==> src/rtl/svm_dag_sequencer.sv <==
// One-vs-one DAG sequencer: walks N-1 pairwise SVM decisions on a shared datapath.
// Optional macro SVM_DAG_PATH_EN adds the dag_path_o decision-history output.
module svm_dag_sequencer #(
    parameter int N_CLASSES = 10,
    parameter int CLASS_W   = $clog2(N_CLASSES),
    parameter int N_PAIRS   = N_CLASSES * (N_CLASSES - 1) / 2,
    parameter int IDX_W     = (N_PAIRS > 1) ? $clog2(N_PAIRS) : 1
) (
    input  logic               clk_i,
    input  logic               rst_i,
    input  logic               start_i,
    input  logic [CLASS_W:0]   cfg_n_classes_i,
    input  logic               svm_valid_i,
    input  logic               w_class_i,
    output logic               svm_start_o,
    output logic [IDX_W-1:0]   coef_idx_o,
    output logic [CLASS_W-1:0] cls_lo_o,
    output logic [CLASS_W-1:0] cls_hi_o,
    output logic               busy_o,
    output logic               winner_valid_o,
    output logic [CLASS_W-1:0] winner_o
`ifdef SVM_DAG_PATH_EN
    ,
    output logic [N_CLASSES-2:0] dag_path_o
`endif
);

    typedef enum logic [1:0] {S_IDLE, S_EVAL, S_DONE} state_t;

    localparam logic [CLASS_W:0] N_MIN = (CLASS_W+1)'(2);
    localparam logic [CLASS_W:0] N_MAX = (CLASS_W+1)'(N_CLASSES);

    state_t             state_q, state_d;
    logic [CLASS_W:0]   n_q, n_d, n_clamp;
    logic [CLASS_W-1:0] lo_q, lo_d, hi_q, hi_d, winner_q, winner_d;
    logic [IDX_W-1:0]   idx_q, idx_d;
    logic               svm_start_q, svm_start_d;
    logic               busy_q, busy_d;
    logic               winner_valid_q, winner_valid_d;
    logic               accept, last;
`ifdef SVM_DAG_PATH_EN
    logic [N_CLASSES-2:0] path_q, path_d;
    logic [CLASS_W:0]     dec_idx;
`endif

    // The datapath answer for a pair is only trusted after its svm_start cycle.
    assign accept = (state_q == S_EVAL) && svm_valid_i && !svm_start_q;
    assign last   = ((hi_q - lo_q) == CLASS_W'(1));

    always_comb begin
        if (cfg_n_classes_i < N_MIN)      n_clamp = N_MIN;
        else if (cfg_n_classes_i > N_MAX) n_clamp = N_MAX;
        else                              n_clamp = cfg_n_classes_i;
    end

    always_ff @(posedge clk_i) begin
        if (rst_i) state_q <= S_IDLE;
        else       state_q <= state_d;
    end

    always_comb begin
        state_d = state_q;
        unique case (state_q)
            S_IDLE:  if (start_i) state_d = S_EVAL;
            S_EVAL:  if (accept && last) state_d = S_DONE;
            S_DONE:  state_d = S_IDLE;
            default: state_d = S_IDLE;
        endcase
    end

    always_comb begin
        n_d            = n_q;
        lo_d           = lo_q;
        hi_d           = hi_q;
        idx_d          = idx_q;
        winner_d       = winner_q;
        svm_start_d    = 1'b0;
        busy_d         = busy_q;
        winner_valid_d = 1'b0;
`ifdef SVM_DAG_PATH_EN
        path_d  = path_q;
        dec_idx = {1'b0, lo_q} + (n_q - 1'b1 - {1'b0, hi_q});
`endif
        unique case (state_q)
            S_IDLE: begin
                if (start_i) begin
                    n_d         = n_clamp;
                    lo_d        = '0;
                    hi_d        = CLASS_W'(n_clamp - 1'b1);
                    idx_d       = '0;
                    svm_start_d = 1'b1;
                    busy_d      = 1'b1;
`ifdef SVM_DAG_PATH_EN
                    path_d      = '0;
`endif
                end
            end
            S_EVAL: begin
                if (accept) begin
`ifdef SVM_DAG_PATH_EN
                    for (int i = 0; i < N_CLASSES - 1; i++)
                        if (dec_idx == (CLASS_W+1)'(i)) path_d[i] = w_class_i;
`endif
                    if (last) begin
                        winner_d       = w_class_i ? hi_q : lo_q;
                        busy_d         = 1'b0;
                        winner_valid_d = 1'b1;
                    end else begin
                        svm_start_d = 1'b1;
                        // Dropping lo skips the rest of its ROM row: n-1-lo entries.
                        if (w_class_i) begin
                            lo_d  = lo_q + 1'b1;
                            idx_d = idx_q + IDX_W'(n_q - 1'b1 - {1'b0, lo_q});
                        end else begin
                            hi_d  = hi_q - 1'b1;
                            idx_d = idx_q + 1'b1;
                        end
                    end
                end
            end
            S_DONE:  busy_d = 1'b0;
            default: busy_d = 1'b0;
        endcase
    end

    always_ff @(posedge clk_i) begin
        if (rst_i) begin
            n_q            <= '0;
            lo_q           <= '0;
            hi_q           <= '0;
            idx_q          <= '0;
            winner_q       <= '0;
            svm_start_q    <= 1'b0;
            busy_q         <= 1'b0;
            winner_valid_q <= 1'b0;
`ifdef SVM_DAG_PATH_EN
            path_q         <= '0;
`endif
        end else begin
            n_q            <= n_d;
            lo_q           <= lo_d;
            hi_q           <= hi_d;
            idx_q          <= idx_d;
            winner_q       <= winner_d;
            svm_start_q    <= svm_start_d;
            busy_q         <= busy_d;
            winner_valid_q <= winner_valid_d;
`ifdef SVM_DAG_PATH_EN
            path_q         <= path_d;
`endif
        end
    end

    assign svm_start_o    = svm_start_q;
    assign coef_idx_o     = idx_q;
    assign cls_lo_o       = lo_q;
    assign cls_hi_o       = hi_q;
    assign busy_o         = busy_q;
    assign winner_valid_o = winner_valid_q;
    assign winner_o       = winner_q;
`ifdef SVM_DAG_PATH_EN
    assign dag_path_o     = path_q;
`endif

endmodule

==> config.mk <==
export PLATFORM = sky130hd
export DESIGN_NAME = svm_dag_sequencer
export DESIGN_NICKNAME = d
export VERILOG_FILES = /design/src/rtl/svm_dag_sequencer.sv
export SDC_FILE = /design/constraint.sdc
export NUM_CORES = 1
export LEC_CHECK = 0
export CAP_MARGIN = 20
export CORE_AREA = 4 4 62 64
export CTS_CLUSTER_DIAMETER = 200
export DETAILED_ROUTE_END_ITERATION = 10
export DIE_AREA = 0 0 66 68
export PLACE_DENSITY_LB_ADDON = 0.05
export REMOVE_ABC_BUFFERS = 1
export SLEW_MARGIN = 20
export SYNTH_ARGS = -nofsm -noshare
export SYNTH_HDL_FRONTEND = slang
export SYNTH_SLANG_ARGS = --single-unit
==> constraint.sdc <==
create_clock -name clk_i -period 4.1 [get_ports clk_i]
set_clock_uncertainty 0.05 [all_clocks]
set_input_delay 0.615 -clock clk_i [delete_from_list [all_inputs] [get_ports clk_i]]
set_output_delay 0.615 -clock clk_i [all_outputs]
set_load 0.01 [all_outputs]
## Word level (Yosys, flattened, before mapping)

Cells that the tools add are included.

| word-level totals | value |
|---|---|
| flip-flop bits (word level) | 28 |
| bits in latches | 0 |
| memory bits (writable) | 0 |
| bits in read-only memories | 0 |
| bits of input ports | 10 |
| output and inout port bits | 21 |
| logic and storage cells | 74 |
| memories | 0 |

| cells by class | value |
|---|---|
| add/subtract/negate cells | 8 |
| $mul | 0 |
| div/mod/pow operators | 0 |
| $lt $le $gt $ge | 2 |
| equality and inequality tests | 9 |
| shifts and indexed selects | 0 |
| mux-type cells | 30 |
| bitwise logic cells | 2 |
| reduce and logical (&&, ||, !) cells | 14 |

Operator list:

| operator | count |
|---|---|
| $mux 4 | 9 |
| $mux 6 | 4 |
| $pmux 4 s2 | 2 |
| $ne 2x2->1 const B | 6 |
| $pmux 6 s2 | 1 |
| $mux 5 | 2 |
| $reduce_and 5->1 | 2 |
| $sub 4x1->4 const B | 2 |
| $mux 1 | 7 |
| $add 6x1->6 const B | 1 |
| $add 6x6->6 | 1 |
| $reduce_and 3->1 | 2 |
| $sub 5x1->6 const B | 1 |
| $sub 6x4->6 | 1 |
| $gt 5x4->1 const B | 1 |
| $lt 5x2->1 const B | 1 |
| $add 4x1->4 const B | 1 |
| $eq 4x1->1 const B | 1 |
| $mux 2 | 2 |
| $pmux 1 s2 | 2 |
| $pmux 2 s2 | 1 |
| $reduce_and 2->1 | 2 |
| $reduce_and 4->1 | 1 |
| $sub 4x4->4 | 1 |
| other kinds (8) | 11 |

## Depth between registers and ports, before layout

Gate-level depths: netlist of run 1.

| logic depth | value |
|---|---|
| word-level depth | 7 |
| mapped depth | 12 |
| mapped depth without buffers | 12 |

## Worst setup path after synthesis of run 1

OpenSTA, ideal clock, no wires.

| path | value |
|---|---|
| kind | register -> register |
| from | register lo_q[0], in the netlist cls_lo_o[0] |
| to | register lo_q[3], in the netlist cls_lo_o[3] |
| library setup time | 70 ps |
| arrival time | 2314 ps |
| required time | 3980 ps |
| slack | 1666 ps |
| stages on the path, launching flop included | 11 |
| buffers on the path | 1 |
| clock period less this slack | 2434 ps |
| cells stage by stage | dfxtp_1 > ha_1 > inv_1 > fa_1 > xor2_1 > nor3_1 > o21a_4 > o21a_1 > buf_6 > or4_1 > a21boi_1 |

| on the way | value |
|---|---|
| word-level cells in the longest chain between the ends | 5 |
| elaborated cells on any way between the ends | 9 |
| those cells by class | add/sub: 2; eq/ne: 2; mux: 4; reduce/logical: 1 |

Ends and longest elaborated chain:

| item | line | source |
|---|---|---|
| start, declared | 35 | `logic [CLASS_W-1:0] lo_q, lo_d, hi_q, hi_d, winner_q, winner_d;` |
| start signal, assigned | 141 | `lo_q <= lo_d;` |
| $add 4x1->4 | 112 | `lo_d = lo_q + 1'b1;` |
| $mux 4 | 111 | `if (w_class_i) begin` |
| $mux 4 | 104 | `if (last) begin` |
| $mux 4 | 99 | `if (accept) begin` |
| $pmux 4 s2 | 84 | `unique case (state_q)` |

Parallel ways exist; a longest one is shown, timed or not. The select of a mux whose other input is x is not followed.
A chain may end at the register's enable or synchronous reset.

## Worst setup path in the final report of run 1

| path | value |
|---|---|
| from | register lo_q[0], in the netlist cls_lo_o[0] |
| to | register busy_q, in the netlist busy_o |

| on the way | value |
|---|---|
| word-level cells in the longest chain between the ends | 4 |

Ends and longest elaborated chain:

| item | line | source |
|---|---|---|
| $sub 4x4->4 | 48 | `assign last = ((hi_q - lo_q) == CLASS_W'(1));` |
| $eq 4x1->1 | 48 |  |
| $ne 2x2->1 (no line) | -- |  |
| $reduce_and 3->1 (no line) | -- |  |
| end signal, assigned | 146 | `busy_q <= busy_d;` |
| end, declared | 38 | `logic busy_q, busy_d;` |

No other way between the ends.

==> results of run 1 <==
-- Yosys cell counts (7+ instances only) --
library cell / count
a211oi_1: 7
inv_1: 26
nand3_1: 9
ha_1: 11
nand2_1: 15
nor3_1: 10
a21oi_1: 18
o21ai_0: 7
dfxtp_1: 28
nor2_1: 17
-- kinds of logic after synthesis --
| logic type | after synthesis | synth area share, % |
|---|---|---|
| XOR/XNOR | 8 | 3.85 |
| AO/OA/AOI/OAI | 55 | 20.2 |
| flip-flops | 28 | 30.8 |
| adder cells (fa/ha/maj) | 17 | 14.2 |
| multiplexers | 7 | 3.92 |
| buffers and inverters | 34 | 7.50 |
| AND/OR/NAND/NOR | 69 | 19.5 |
-- metrics by stage --
step           utilization [%]  instance area, um2  hold WS, ps  cells
3_5_place_dp              65.5                2150          403    288
6_report                  67.1                2200          421    292
5_1_grt                   67.1                2200          438    292
3_3_place_gp              65.5                2150          397    288
2_1_floorplan                -                1780          375    210
4_1_cts                   67.1                2200          423    292
-- layout by cell type (no fill, tap or decap), types with 4 or more instances in the layout --
master / netlist / final
dfxtp_1: 28 / 28
nor3_1: 10 / 10
a21oi_1: 18 / 18
nor2_1: 17 / 17
fa_1: 6 / 6
a211oi_1: 7 / 7
nand3_1: 9 / 9
inv_1: 26 / 26
clkdlybuf4s50_1: 0 / 30
ha_1: 11 / 11
o31ai_1: 4 / 4
mux2i_1: 6 / 6
xor2_1: 5 / 5
o21ai_0: 7 / 7
nand2_1: 15 / 15
-- layer usage --
| metal | wire length (um) | share of wire, % | vias to the layer above | GRT usage, % |
|---|---|---|---|---|
| li1 | - | - | 827 | - |
| met1 | 1950 | 45 | 816 | 28.5 |
| met2 | 2090 | 48 | 58 | 37.0 |
| met3 | 287 | 6.6 | 5 | 3.94 |
| met4 | 38 | 0.87 | 0 | 5.33 |
| met5 | 0 | 0 | - | 0 |
-- worst reg2reg max path: stages, from the launching register on --
cell and delay [ps]:
dfxtp_1 520, ha_1 210, inv_1 50, fa_1 370, xor2_1 150, nor3_1 230
o21ai_0 260, nor2_1 510, or3b_2 220, a21oi_1 60
-- path summary, 6_finish.rpt --
| kind | slack, ps | end |
|---|---|---|
| setup / recovery | 1370 | busy_o |
| hold / removal | 420 | n_q[2] |
| setup reg to reg | 1370 | busy_o |
| hold reg to reg | 420 | n_q[2] |
-- registers in the layout, summed over array words and instances (netlist names), 2 cells and up --
name / flops
coef_idx_o: 6
n_q: 5
cls_hi_o: 4
cls_lo_o: 4
winner_o: 4
state_q: 2
-- layout make-up --
type                            count  area share, %
Multi-Input combinational cell    156           50.9
Sequential cell                    28           25.4
Clock buffer                        3           1.02
Clock inverter                      1           1.36
Inverter                           26           4.43
Timing Repair Buffer               32           14.3
Tap cell                           46           2.61
-- power breakdown --
group | total, mW | internal (mW) | switching (mW)
clock network | 0.187 | 0.0990 | 0.0876
logic | 0.199 | 0.0912 | 0.108
registers | 0.305 | 0.287 | 0.0178
total | 0.690 | 0.477 | 0.213
==> impl_metrics.env, run 1 <==
export IMPL_status="complete, no violations"
export IMPL_critical_path_top_delay_family="simple AND/OR/NAND/NOR gates"
export IMPL_dr_first_iter_drc_count=130
export IMPL_hp_class="register to register"
export IMPL_drv_cap=0
export IMPL_cp_num_cells=9
export IMPL_power_per_cell_area_nw_per_um2=313
export IMPL_yosysTopAreaCell="dfxtp_1"
export IMPL_finalWeightedCongestion=0.905
export IMPL_cts_sinks=28
export IMPL_antenna_found_initial=0
export IMPL_ys_flop_type="dfxtp_1"
export IMPL_vias_per_cell=5.84
export IMPL_htree_levels=1
export IMPL_wl_per_cell_um=15.0
export IMPL_place_ws_ps=1260
export IMPL_die_h_um=68
export IMPL_cp_cell_sequence="ha_1, inv_1, fa_1, xor2_1, nor3_1, o21ai_0, nor2_1, or3b_2, a21oi_1"
export IMPL_final_antenna_net_count=0
export IMPL_synth_top_area_share_pct=30.8
export IMPL_crit_type="register to register"
export IMPL_finalHoldViolCount=0
export IMPL_io_pins=31
export IMPL_multi_input_comb_area_um2=1120
export IMPL_ff_latch_area_um2=561
export IMPL_postSynthCellCount=218
export IMPL_clk_pin_slew_ps=160
export IMPL_route_vias_total=1706
export IMPL_setup_viol=0
export IMPL_core_area_um2=3280
export IMPL_yosysWarnings=0
export IMPL_diodes=0
export IMPL_crit_path_max_fanout=9
export IMPL_drc=0
export IMPL_cts_resized=0
export IMPL_ctsRootBufferMaster="clkbuf_4"
export IMPL_postCtsHoldBufs=0
export IMPL_cts_tree="done"
export IMPL_fin_crit_ps=2730
export IMPL_p_total_mw=0.690
export IMPL_nNetsFinal=274
export IMPL_max_freq_mhz=366
export IMPL_dieWidth_um=66
export IMPL_p_leak_nw=0.826
export IMPL_slowest_stage="dfxtp_1"
export IMPL_yosys_top_cells_area="dfxtp_1, ha_1, fa_1"
export IMPL_crit_buf_inv=1
export IMPL_worstRegToRegCells=9
export IMPL_critPathLaunch="cls_lo_o[0]"
export IMPL_insertion_delay_ps=340
export IMPL_ys_types=48
export IMPL_synth_edf_count=0
export IMPL_io_buffers=30
export IMPL_worstMarginPinSlew_ps=804
export IMPL_whs_path_depth=2
export IMPL_rows=21
export IMPL_grt_overflow=0
export IMPL_drive_above_1_share_pct=4.07
export IMPL_grt_pass1_vias=1597
export IMPL_peakVddDrop_uv=171
export IMPL_grt_first_pass_wirelength_mm=7.60
export IMPL_clk_path_buf_depth=2
export IMPL_synth_area_um2=1820
export IMPL_grt_total_usage_pct=21.7
export IMPL_area_growth_pct=21.3
export IMPL_ys_ff_latch=28
export IMPL_setup_ws_ps=1370
export IMPL_place_detailed_hpwl_mm=3.33
export IMPL_hp_start="n_q[2]"
export IMPL_critPathMaxStageDelay_ps=520
export IMPL_die_area_um2=4490
export IMPL_drv_slew=0
export IMPL_grt_max_degree=20
export IMPL_drt_pass1_iter_count=4
export IMPL_post_route_period_util_pct=66.6
export IMPL_rsz0062_at_grt="no"
export IMPL_cp_required_ps=4270
export IMPL_reg2reg_from="cls_lo_o[0]"
export IMPL_startpoint_type="register"
export IMPL_synth_avg_cell_area_um2=8.34
export IMPL_end_kind="register"
export IMPL_async_flop_share_pct=0
export IMPL_cts_buffers=3
export IMPL_slew_headroom_pct=46.3
export IMPL_post_cts_repair_setup_buffers=0
export IMPL_arrival_ps=2900
export IMPL_initial_utilization_pct=55.4
export IMPL_nFillCells=282
export IMPL_yosysSeqAreaShare_pct=30.8
export IMPL_wl_mm=4.37
export IMPL_tns_ps=0
Power figures use the tool's default switching activity.
==> run 2, diff against run 1 <==
--- a/config.mk
+++ b/config.mk
@@ -6,10 +6,10 @@
 export NUM_CORES = 1
 export LEC_CHECK = 0
 export CAP_MARGIN = 20
-export CORE_AREA = 4 4 62 64
+export CORE_AREA = 4 4 64 66
 export CTS_CLUSTER_DIAMETER = 200
 export DETAILED_ROUTE_END_ITERATION = 10
-export DIE_AREA = 0 0 66 68
+export DIE_AREA = 0 0 68 70
 export PLACE_DENSITY_LB_ADDON = 0.05
 export REMOVE_ABC_BUFFERS = 1
 export SLEW_MARGIN = 20
==> constraint.sdc (replaced) <==
create_clock -name clk_i -period 2.75 [get_ports clk_i]
set_clock_uncertainty 0.05 [all_clocks]
set_input_delay 0.4125 -clock clk_i [delete_from_list [all_inputs] [get_ports clk_i]]
set_output_delay 0.4125 -clock clk_i [all_outputs]
set_load 0.01 [all_outputs]
==> run 2 against run 1 <==
Effect of this change: via count up 0.41%; final cell count grew 4.8%; utilization fell by 3.3 points; die area increased by 6.1%; maximum frequency is 7.9% higher; sequential cell count is the same; power up 41%; critical path depth is 1 lower; highest routed layer unchanged.
==> impl_metrics.env, run 2 (synthesized netlist as in run 1, its figures left out) <==
export IMPL_status="complete, no violations"
export IMPL_core_area_um2=3580
export IMPL_drive_above_1_share_pct=9.30
export IMPL_grt_total_usage_pct=21.1
export IMPL_diodes=0
export IMPL_rsz0062_at_grt="no"
export IMPL_setup_ws_ps=221
export IMPL_crit_path_max_fanout=7
export IMPL_crit_buf_inv=1
export IMPL_area_growth_pct=25.6
export IMPL_placed_area_um2=2240
export IMPL_drc=0
export IMPL_place_detailed_hpwl_mm=3.69
export IMPL_layout_common_cells="clkdlybuf4s50_1, inv_1, dfxtp_1"
export IMPL_die_h_um=70
export IMPL_hp_class="register to register"
export IMPL_tns_ps=0
export IMPL_htree_levels=1
export IMPL_cp_required_ps=2980
export IMPL_finalHoldViolCount=0
export IMPL_largest_reg_flops=6
export IMPL_io_pins=31
export IMPL_crit_top_cell="a21oi_1"
export IMPL_drt_pass1_iter_count=4
export IMPL_nFillCells=328
export IMPL_finalWeightedCongestion=0.888
export IMPL_grt_overflow=0
export IMPL_grt_first_pass_wirelength_mm=7.88
export IMPL_slowest_stage="or4_1"
export IMPL_layout_commonest_cell="clkdlybuf4s50_1"
export IMPL_post_route_period_util_pct=92.0
export IMPL_fin_util_pct=63.8
export IMPL_route_vias_total=1713
export IMPL_grt_max_degree=18
export IMPL_power_per_cell_area_nw_per_um2=428
export IMPL_fin_hold_ws_ps=438
export IMPL_clk_path_buf_depth=2
export IMPL_fin_crit_ps=2530
export IMPL_critical_path_top_delay_family="compound AO/OA/AOI/OAI gates"
export IMPL_startpoint_type="register"
export IMPL_cts_buffers=3
export IMPL_crit_type="register to register"
export IMPL_vias_per_cell=5.60
export IMPL_ctsRootBufferMaster="clkbuf_4"
export IMPL_rows=22
export IMPL_insertion_delay_ps=330
export IMPL_initial_utilization_pct=50.8
export IMPL_stdcell_area_um2=2280
export IMPL_die_area_um2=4760
export IMPL_drv_cap=0
export IMPL_max_freq_mhz=395
export IMPL_final_antenna_net_count=0
export IMPL_worstMarginPinSlew_ps=531
export IMPL_setup_viol=0
export IMPL_arrival_ps=2760
export IMPL_grt_pass1_vias=1697
export IMPL_drv_slew=0
export IMPL_dr_first_iter_drc_count=147
export IMPL_wl_mm=4.70
export IMPL_p_total_mw=0.976
export IMPL_dieWidth_um=68
export IMPL_place_ws_ps=166
export IMPL_peakVddDrop_uv=242
export IMPL_p_leak_nw=0.882
export IMPL_antenna_found_initial=0
export IMPL_io_buffers=30
export IMPL_final_cell_count_no_fill=306
export IMPL_cts_sinks=28
export IMPL_cp_cell_sequence="inv_1, ha_1, a21oi_1, a21oi_1, o21a_4, o21a_1, or4_1, a21boi_1"
export IMPL_end_kind="register"
export IMPL_clk_pin_slew_ps=150
export IMPL_dp_cells=302
export IMPL_nNetsFinal=286
export IMPL_critPathMaxStageDelay_ps=510
export IMPL_slew_headroom_pct=64.3
export IMPL_cts_tree="done"
export IMPL_wl_per_cell_um=15.3
==> run 2: report_power, final <==
| group | internal [mW] | switching, mW | total [mW] | leakage, nW |
|---|---|---|---|---|
| clock network | 0.0811 | 0.124 | 0.205 | 0.0210 |
| logic | 0.150 | 0.169 | 0.319 | 0.632 |
| registers | 0.428 | 0.0239 | 0.452 | 0.229 |
| total | 0.659 | 0.317 | 0.976 | 0.882 |
==> run 2: cell type report <==
class | count | area [um2] | share of cell area, %
inverters | 26 | 97.6 | 4.27
well taps | 48 | 60.1 | 2.63
multi-input cells | 156 | 1120 | 49.1
repair buffers | 44 | 405 | 17.8
clock buffers | 4 | 36.3 | 1.59
flip-flops and latches | 28 | 563 | 24.7
==> run 2: worst min-delay path, delay by kind of cell, from the launching register on <==
| kind | cells | cell delay (ps) |
|---|---|---|
| buf+inv | 1 | 80 |
| simple gates | 1 | 60 |
| flops | 1 | 330 |
==> run 2: path summary, 6_finish.rpt <==
kind	start	endpoint	slack [ps]	cells after the start
setup reg to reg	cls_lo_o[2]	cls_lo_o[3]	220	8
hold / removal	n_q[4]	n_q[4]	440	2
hold reg to reg	n_q[4]	n_q[4]	440	2
setup / recovery	cls_lo_o[2]	cls_lo_o[3]	220	8
==> run 2: per-layer routing <==
metal  routed length (um)  track usage (%)
met1                 2140             30.0
met5                    0                0
met4                   26             4.19
met2                 2240             33.5
met3                  282             2.89
==> run 2: what timing repair did <==
item	4_1_cts	5_1_grt
gates resized for setup	0	3
setup endpoints to repair	0	6
hold buffers	0	0
setup buffers	0	0
